<file path="src/rtl/uart_receiver_if.sv">
// Purpose: groups the UART receive line with the decoded byte, strobe and status flags.
// Latency: none, wiring only.
// Backpressure: none; rx_done is a one-cycle strobe and the consumer must take it when it fires.
interface uart_receiver_if;
  logic       serial_input_rx;
  logic [7:0] data;
  logic       rx_done;
  logic       parity_error;
  logic       framing_error;
  logic       busy;

  // Side that drives the serial line and consumes the decoded results.
  modport master (
    output serial_input_rx,
    input  data,
    input  rx_done,
    input  parity_error,
    input  framing_error,
    input  busy
  );

  // The receiver itself.
  modport slave (
    input  serial_input_rx,
    output data,
    output rx_done,
    output parity_error,
    output framing_error,
    output busy
  );
endinterface

</file>
<file path="src/rtl/uart_receiver.sv">
// Purpose: 8E1 UART receiver. Bits are sampled mid-bit and the byte is reported with per-frame parity/framing flags.
// Latency: rx_done fires about 10.5 bit periods after the start edge is seen on the synchronised line.
// Backpressure: none; data and flags hold until the next frame completes.
module uart_receiver #(
  parameter int CLKS_PER_BIT = 5208  // must be >= 4 and even
) (
  input logic         clk,
  input logic         reset,
  uart_receiver_if.slave link
);

  localparam int TW = (CLKS_PER_BIT > 2) ? $clog2(CLKS_PER_BIT) : 1;
  localparam logic [TW-1:0] HALF_TERM = TW'(CLKS_PER_BIT / 2 - 1);
  localparam logic [TW-1:0] FULL_TERM = TW'(CLKS_PER_BIT - 1);

  typedef enum logic [2:0] {
    S_IDLE   = 3'd0,
    S_START  = 3'd1,
    S_DATA   = 3'd2,
    S_PARITY = 3'd3,
    S_STOP   = 3'd4
  } state_t;

  state_t        state;
  logic          rx_meta;
  logic          rx_s;
  logic          rx_prev;
  logic [TW-1:0] timer;
  logic [2:0]    bit_cnt;
  logic [7:0]    shift;
  logic          par_bit;
  logic [7:0]    data_q;
  logic          rx_done_q;
  logic          parity_error_q;
  logic          framing_error_q;
  logic          busy_q;

  logic          fall;
  logic          bit_tick;
  logic [TW-1:0] term;

  // Two-flop synchroniser plus a delayed copy for falling-edge detection; all idle high.
  always_ff @(posedge clk or negedge reset) begin
    if (!reset) begin
      rx_meta <= 1'b1;
      rx_s    <= 1'b1;
      rx_prev <= 1'b1;
    end else begin
      rx_meta <= link.serial_input_rx;
      rx_s    <= rx_meta;
      rx_prev <= rx_s;
    end
  end

  // A frame may only start on a real 1->0 transition; a line that is already low is ignored.
  assign fall = rx_prev & ~rx_s;

  // START waits half a bit so that every later sample lands mid-bit.
  assign term     = (state == S_START) ? HALF_TERM : FULL_TERM;
  assign bit_tick = (timer == term);

  // Receive FSM: owns the bit timer, bit counter, shift register and all registered outputs.
  always_ff @(posedge clk or negedge reset) begin
    if (!reset) begin
      state           <= S_IDLE;
      timer           <= '0;
      bit_cnt         <= '0;
      shift           <= '0;
      par_bit         <= 1'b0;
      data_q          <= 8'h00;
      rx_done_q       <= 1'b0;
      parity_error_q  <= 1'b0;
      framing_error_q <= 1'b0;
      busy_q          <= 1'b0;
    end else begin
      rx_done_q <= 1'b0;
      case (state)
        S_IDLE: begin
          timer <= '0;
          if (fall) begin
            state  <= S_START;
            busy_q <= 1'b1;
          end
        end

        S_START: begin
          if (bit_tick) begin
            timer <= '0;
            if (!rx_s) begin
              state   <= S_DATA;
              bit_cnt <= '0;
            end else begin
              // Line went back high before mid start bit: treat as a glitch.
              state  <= S_IDLE;
              busy_q <= 1'b0;
            end
          end else begin
            timer <= timer + TW'(1);
          end
        end

        S_DATA: begin
          if (bit_tick) begin
            timer <= '0;
            // LSB arrives first, so shifting right leaves it in bit 0 after eight samples.
            shift <= {rx_s, shift[7:1]};
            if (bit_cnt == 3'd7) begin
              state <= S_PARITY;
            end else begin
              bit_cnt <= bit_cnt + 3'd1;
            end
          end else begin
            timer <= timer + TW'(1);
          end
        end

        S_PARITY: begin
          if (bit_tick) begin
            timer   <= '0;
            par_bit <= rx_s;
            state   <= S_STOP;
          end else begin
            timer <= timer + TW'(1);
          end
        end

        S_STOP: begin
          if (bit_tick) begin
            // Report every completed frame, even a bad one; data is updated regardless.
            timer           <= '0;
            data_q          <= shift;
            parity_error_q  <= par_bit ^ (^shift);
            framing_error_q <= ~rx_s;
            rx_done_q       <= 1'b1;
            busy_q          <= 1'b0;
            // Leaving at mid stop bit lets a back-to-back start edge be caught.
            state           <= S_IDLE;
          end else begin
            timer <= timer + TW'(1);
          end
        end

        default: begin
          state  <= S_IDLE;
          timer  <= '0;
          busy_q <= 1'b0;
        end
      endcase
    end
  end

  assign link.data          = data_q;
  assign link.rx_done       = rx_done_q;
  assign link.parity_error  = parity_error_q;
  assign link.framing_error = framing_error_q;
  assign link.busy          = busy_q;

endmodule

</file>
<file path="src/flat_wrapper.sv">
// flat-port wrapper written by rule: the top's interface ports become plain ports
module uart_receiver_flat 
#(
  parameter int CLKS_PER_BIT = 5208                          
)
  (clk, reset, link_serial_input_rx, link_data, link_rx_done, link_parity_error, link_framing_error, link_busy);
  uart_receiver_if link_i ();
  input logic clk;
  input logic reset;
  input wire logic [$bits(link_i.serial_input_rx)-1:0] link_serial_input_rx;
  output wire logic [$bits(link_i.data)-1:0] link_data;
  output wire logic [$bits(link_i.rx_done)-1:0] link_rx_done;
  output wire logic [$bits(link_i.parity_error)-1:0] link_parity_error;
  output wire logic [$bits(link_i.framing_error)-1:0] link_framing_error;
  output wire logic [$bits(link_i.busy)-1:0] link_busy;
  assign link_i.serial_input_rx = link_serial_input_rx;
  assign link_data = link_i.data;
  assign link_rx_done = link_i.rx_done;
  assign link_parity_error = link_i.parity_error;
  assign link_framing_error = link_i.framing_error;
  assign link_busy = link_i.busy;
  uart_receiver #(.CLKS_PER_BIT(CLKS_PER_BIT)) u_core (.clk(clk), .reset(reset), .link(link_i));
endmodule
</file>
<file path="config.mk">
export PLATFORM = sky130hd
export DESIGN_NAME = uart_receiver_flat
export DESIGN_NICKNAME = d
export VERILOG_FILES = /design/src/rtl/uart_receiver_if.sv /design/src/rtl/uart_receiver.sv /design/src/flat_wrapper.sv
export SDC_FILE = /design/constraint.sdc
export NUM_CORES = 1
export LEC_CHECK = 0
export BUFFER_PORTS_ARGS = -buffer_cell sky130_fd_sc_hd__clkbuf_2
export CAP_MARGIN = 40
export CORE_MARGIN = 4
export CORE_UTILIZATION = 43
export DETAILED_ROUTE_END_ITERATION = 12
export GPL_ROUTABILITY_DRIVEN = 1
export GPL_TIMING_DRIVEN = 0
export PLACE_DENSITY = 0.74
export SYNTH_ARGS = -nofsm -noshare
export SYNTH_HDL_FRONTEND = slang
export SYNTH_SLANG_ARGS = --single-unit
</file>
<file path="constraint.sdc">
create_clock -name clk -period 2.2 [get_ports clk]
set_input_delay 0.11 -clock clk [delete_from_list [all_inputs] [get_ports clk]]
set_output_delay 0.11 -clock clk [all_outputs]
set_load 0.01 [all_outputs]
</file>
==> results of run 1 <==
-- timing repair --
| item | CTS | global route |
|---|---|---|
| endpoints found under the hold margin | 13 | 0 |
| buffers inserted | 2 | 1 |
| setup endpoints to repair | 24 | 26 |
| hold buffers | 2 | 0 |
| pin swaps | 0 | 1 |
| gates resized for setup | 2 | 4 |
-- per-stage QoR --
| stage | area (sq um) | setup slack, ps | cells | TNS (ps) | power, mW |
|---|---|---|---|---|---|
| 3_3_place_gp | 2130 | -201 | 232 | -1830 | 1.29 |
| 5_1_grt | 2310 | 18.0 | 246 | 0 | 1.93 |
| 6_report | 2310 | 125 | 246 | 0 | 1.79 |
| 4_1_cts | 2280 | 38.3 | 245 | 0 | 1.80 |
| 3_5_place_dp | 2150 | -214 | 233 | -2260 | 1.30 |
| 2_1_floorplan | 2000 | 159 | 166 | 0 | 1.20 |
-- logic make-up (layout without fill, tap and decap cells) --
logic type | count (synthesis) | in the layout | share of synthesized area [%]
flip-flops | 43 | 43 | 54.0
AO/OA/AOI/OAI | 16 | 16 | 6.20
XOR/XNOR | 20 | 20 | 8.76
buffers and inverters | 9 | 37 | 1.88
AND/OR/NAND/NOR | 55 | 55 | 16.1
multiplexers | 20 | 20 | 11.2
adder cells (fa/ha/maj) | 3 | 3 | 1.88
-- worst max-delay path by stage --
stage	start	to	cells after the start	slack [ps]
global route	u_core.timer[0]	u_core.shift[2]	7	20
detailed placement	u_core.timer[0]	u_core.shift[5]	6	-210
finish	u_core.state[1]	u_core.shift[0]	7	130
floorplan	u_core.timer[0]	u_core.shift[0]	6	160
global placement	u_core.timer[0]	u_core.shift[4]	6	-200
CTS	u_core.timer[0]	u_core.shift[0]	7	40
-- flip-flops by register name, summed over array words and instances (netlist names), 3 cells and up --
name	flops
u_core.link.data	8
u_core.timer	13
u_core.bit_cnt	3
u_core.state	3
u_core.shift	8
-- cell usage in the layout, fill, tap and decap left out, types with 3 or more instances in the layout --
cell and instances:
nand2_1 7, clkbuf_8 5, and2_1 3, nor2_1 17, nand3_1 5, clkbuf_1 3
mux2_2 19, buf_4 4, nor3b_2 3, xor2_1 12, xnor2_1 8, o21ai_0 3
inv_1 3, clkbuf_2 15, nand4_1 5, and3_1 4, dfstp_2 3, dfrtp_1 40
-- critical path, stage by stage (launching register included) --
cell,delay (ps)
dfrtp_1,360
buf_2,160
nor3b_2,220
nand4_1,170
a21oi_4,250
nor4b_4,270
buf_4,200
mux2_2,330
-- final cells by class --
class	count	area share (%)
tap	52	2.82
clock inverter	2	0.542
clock buffer	6	3.15
sequential	43	46.8
multi-input combinational	114	39.2
timing repair buffer	20	5.75
buffer	6	1.25
inverter	3	0.488
-- routing by layer --
| metal | vias to the layer above | GRT usage, % | routed length (um) |
|---|---|---|---|
| met5 | - | 0 | 0 |
| met4 | 0 | 5.77 | 74 |
| met3 | 5 | 3.66 | 82 |
| met2 | 14 | 18.6 | 1420 |
| met1 | 593 | 16.2 | 1610 |
| li1 | 642 | - | - |
-- power by group --
part / leakage [nW] / internal, mW / switching [mW]
clock network: 0.0412 / 0.222 / 0.257
registers: 0.577 / 0.861 / 0.0618
logic: 0.483 / 0.163 / 0.230
total: 1.10 / 1.25 / 0.548
==> impl_metrics.toml, run 1 <==
[run_status]
status = "complete, no violations"

[layout]
drive_gt1_share_pct = 30.4
synthToLayoutAreaGrowth_pct = 15.4
antennaDiodeCount = 0
seq_area_sq_um = 1080
utilization_pct = 52.3
fill_cells = 382
multi_input_area_sq_um = 905
fin_nets = 199

[critical_path]
regToRegSetupSlack_ps = 130
worstRegToRegCells = 7
critPathMaxFanout = 8
start_kind = "register"
path_class = "reg -> reg"
end_kind = "register"
worstReg2RegStart = "u_core.state[1]"
crit_required_ps = 2380
worstReg2RegEnd = "u_core.shift[0]"
cp.arrival_ps = 2260

[drt]
wl_mm = 3.19
via_per_inst = 5.10
final_antenna_net_count = 0
dr_total_vias = 1254
drc_errors = 0
drt_pass1_iterations = 4
wl_per_cell_um = 13.0
drt_iter0_drc = 33

[synthesis]
synth_area_sq_um = 2000
synthMostInstantiatedCell = "dfrtp_1"
yosysTopAreaCellShare_pct = 50.1
syn_nets = 172
synthTopCellsByCount = "dfrtp_1, mux2_2, nor2_1"
synth_ff_type = "dfrtp_1"
yosys_warnings = 0
postSynth.asyncResetShare_pct = 100
avgSynthCellArea_sq_um = 12.0
synth_edf_count = 0
synth_cells = 166
ys_seq_area_share_pct = 54.0
ys_ff_latch = 43
yosysTopAreaCell = "dfrtp_1"
synth_cell_types = 41
synth_area_leaders = "dfrtp_1, mux2_2, xor2_1"

[clocking]
htree_num_levels = 2
cts.sinks = 43
numCtsBuffers = 5
clock_latency_ps = 290
cts_tree = "done"
clockBufferDepth = 2
clock-root-buffer = "clkbuf_8"
clkTransAtPathRegs_ps = 80

[sta]
maxSlewViolCount = 0
relSlewSlack_pct = 69.7
hold_violations = 0
finalCritPeriodShare_pct = 94.3
holdWs_ps = 250
finalSetupViolCount = 0
rsz0062_at_grt = "no"
fin_crit_ps = 2070
skew_ps = 3.59
fmax_mhz = 482
tightest_slew_ps = 454

[floorplanning]
pin_count = 15
die_w_um = 76.2
die_area_sq_um = 5800
initial_core_util_pct = 45.3
die-height_um = 76.2
core-area_sq_um = 4410
rows = 24

[global_routing]
grt_pass1_vias = 1256
overflow = 0
antenna_found_initial = 0
grt_pass1_wl_mm = 5.78
track_usage_pct = 12.3
grt_max_degree = 32

[place]
place_congestion = 0.765
hpwlAfterDp_mm = 2.22
portBuffers = 14

[power_and_ir_drop]
ir_drop_uv = 515
power.density_nw_per_um2 = 777
p_leak_nw = 1.10

[worst_hold_path]
worstHoldPathType = "in -> async"

[flow_run]
cap_viol_max_count = 0
No activity file was read; power rests on OpenSTA's default activity.
==> run 2: changes to the inputs <==
--- a/config.mk
+++ b/config.mk
@@ -12,7 +12,7 @@
 export DETAILED_ROUTE_END_ITERATION = 12
 export GPL_ROUTABILITY_DRIVEN = 1
 export GPL_TIMING_DRIVEN = 0
-export PLACE_DENSITY = 0.74
+export PLACE_DENSITY = 0.68
 export SYNTH_ARGS = -nofsm -noshare
 export SYNTH_HDL_FRONTEND = slang
 export SYNTH_SLANG_ARGS = --single-unit
==> run 2 against run 1 <==
Net effect:
- non-clock buffer count unchanged
- sequential cell count unchanged
- sequential power decreased by 0.5%
- die area unchanged
- critical path depth unchanged
- combinational power decreased by 3%
- wire length increased by 14%
- clock skew increased by 5.1 ps
- setup slack improved by 20 ps
- register-to-register slack improved by 20 ps
- global-route usage increased by 0.69 points
- count of clock-buffer cells in the layout decreased by 1
- critical endpoint is now u_core.shift[6]
- highest routed layer unchanged
==> impl_metrics.toml, run 2 (synthesis gave the netlist of run 1 again) <==
[sta]
relSlewSlack_pct = 68.5
finalSetupViolCount = 0
fin_crit_ps = 2050
hold_violations = 0
fmax_mhz = 487
worst_slack_ps = 146
finalCritPeriodShare_pct = 93.4
maxSlewViolCount = 0
rsz0062_at_grt = "no"
tightest_slew_ps = 473
setup_tns_ps = 0
skew_ps = 8.69

[layout]
mostFrequentLayoutCells = "dfrtp_1, mux2_2, nor2_1, clkbuf_2, xor2_1"
antennaDiodeCount = 0
fin_nets = 199
layout.cells.non_filler = 246
top_register = "u_core.timer"
utilization_pct = 52.0
final_cell_area_sq_um = 2300
drive_gt1_share_pct = 30.4
largest_reg_flops = 13
mostFrequentLayoutCell = "dfrtp_1"
synthToLayoutAreaGrowth_pct = 14.8

[critical_path]
regToRegSetupSlack_ps = 150
end_kind = "register"
worstReg2RegStart = "u_core.timer[0]"
cp_cell_sequence = "ha_2 -> nor3b_2 -> nand2_1 -> a21oi_4 -> nor4b_4 -> buf_4 -> mux2_2"
worstReg2RegEnd = "u_core.shift[6]"
worstRegToRegCells = 7
start_kind = "register"
crit_path_max_incr_delay_ps = 370
cp.arrival_ps = 2240
critPathMaxFanout = 8
cp_slowest_cell = "dfrtp_1"
crit_required_ps = 2390
path_class = "reg -> reg"

[drt]
wl_mm = 3.63
dr_total_vias = 1315
drc_errors = 0
via_per_inst = 5.35
wl_per_cell_um = 14.8
final_antenna_net_count = 0
drt_iter0_drc = 45
drt_pass1_iterations = 4

[clocking]
clock_latency_ps = 300
cts_tree = "done"
cts.sinks = 43
clockBufferDepth = 2
clkTransAtPathRegs_ps = 80
numCtsBuffers = 5
htree_num_levels = 2
clock-root-buffer = "clkbuf_8"

[worst_hold_path]
worstHoldPathType = "in -> async"

[floorplanning]
die-height_um = 76.2
die_w_um = 76.2
pin_count = 15
rows = 24
core-area_sq_um = 4410
die_area_sq_um = 5800
initial_core_util_pct = 45.3

[power_and_ir_drop]
p_leak_nw = 1.09
power.density_nw_per_um2 = 782
ir_drop_uv = 280

[global_routing]
grt_max_degree = 34
overflow = 0
antenna_found_initial = 0
grt_pass1_vias = 1347
track_usage_pct = 13.0
grt_pass1_wl_mm = 6.08

[run_status]
status = "complete, no violations"

[place]
place_congestion = 0.809
dpl_cell_area_sq_um = 2150
portBuffers = 14
hpwlAfterDp_mm = 2.59
pre_cts_ws_ps = -232
dp_cells = 233

[flow_run]
cap_viol_max_count = 0
==> run 2: worst max path at each step <==
stage	endpoint	slack (ps)	cells past startpoint	from
after detailed placement	u_core.shift[2]	-230	6	u_core.timer[0]
after global placement	u_core.shift[4]	-180	6	u_core.timer[0]
final	u_core.shift[6]	150	7	u_core.timer[0]
after global routing	u_core.shift[2]	10	6	u_core.timer[3]
after CTS	u_core.shift[6]	10	7	u_core.timer[0]
after floorplan	u_core.shift[0]	160	6	u_core.timer[0]
==> run 2: layout make-up <==
class | instances | area [sq um]
clock inverters | 3 | 20.0
plain buffers | 6 | 28.8
repair buffers | 20 | 133
fillers | 402 | 2120
flip-flops and latches | 43 | 1080
multi-input cells | 114 | 890
inverters | 3 | 11.3
clock buffers | 5 | 68.8
well taps | 52 | 65.1
==> run 2: power by group <==
group	internal, mW	switching [mW]	total (mW)
combinational	0.150	0.231	0.380
clock	0.221	0.276	0.497
sequential	0.861	0.0572	0.918
==> run 2: what timing repair did <==
item	CTS	global route
hold endpoints to repair	41	0
gates cloned	0	0
hold buffers	2	0
resized for setup	2	1
setup buffers	1	2
setup endpoints to repair	20	26
==> run 2: metrics by stage <==
stage,hold WS [ps],power [mW]
final,221,1.79
after global routing,248,1.91
after CTS,226,1.82
after detailed placement,9.97,1.30
after global placement,199,1.28
after floorplan,-186,1.20
==> run 2: critical path, delay by kind of cell (launching register included) <==
| kind | cells | cell delay [ps] |
|---|---|---|
| flops | 1 | 370 |
| compound gates | 1 | 190 |
| buf+inv | 1 | 210 |
| mux | 1 | 340 |
| simple gates | 3 | 550 |
| fa+ha+maj | 1 | 270 |
==> run 2: routing by layer <==
layer	track usage [%]	part of all wire [%]
met1	15.0	43
met2	22.3	52
met3	3.31	2.9
met4	6.29	1.6
met5	0	0
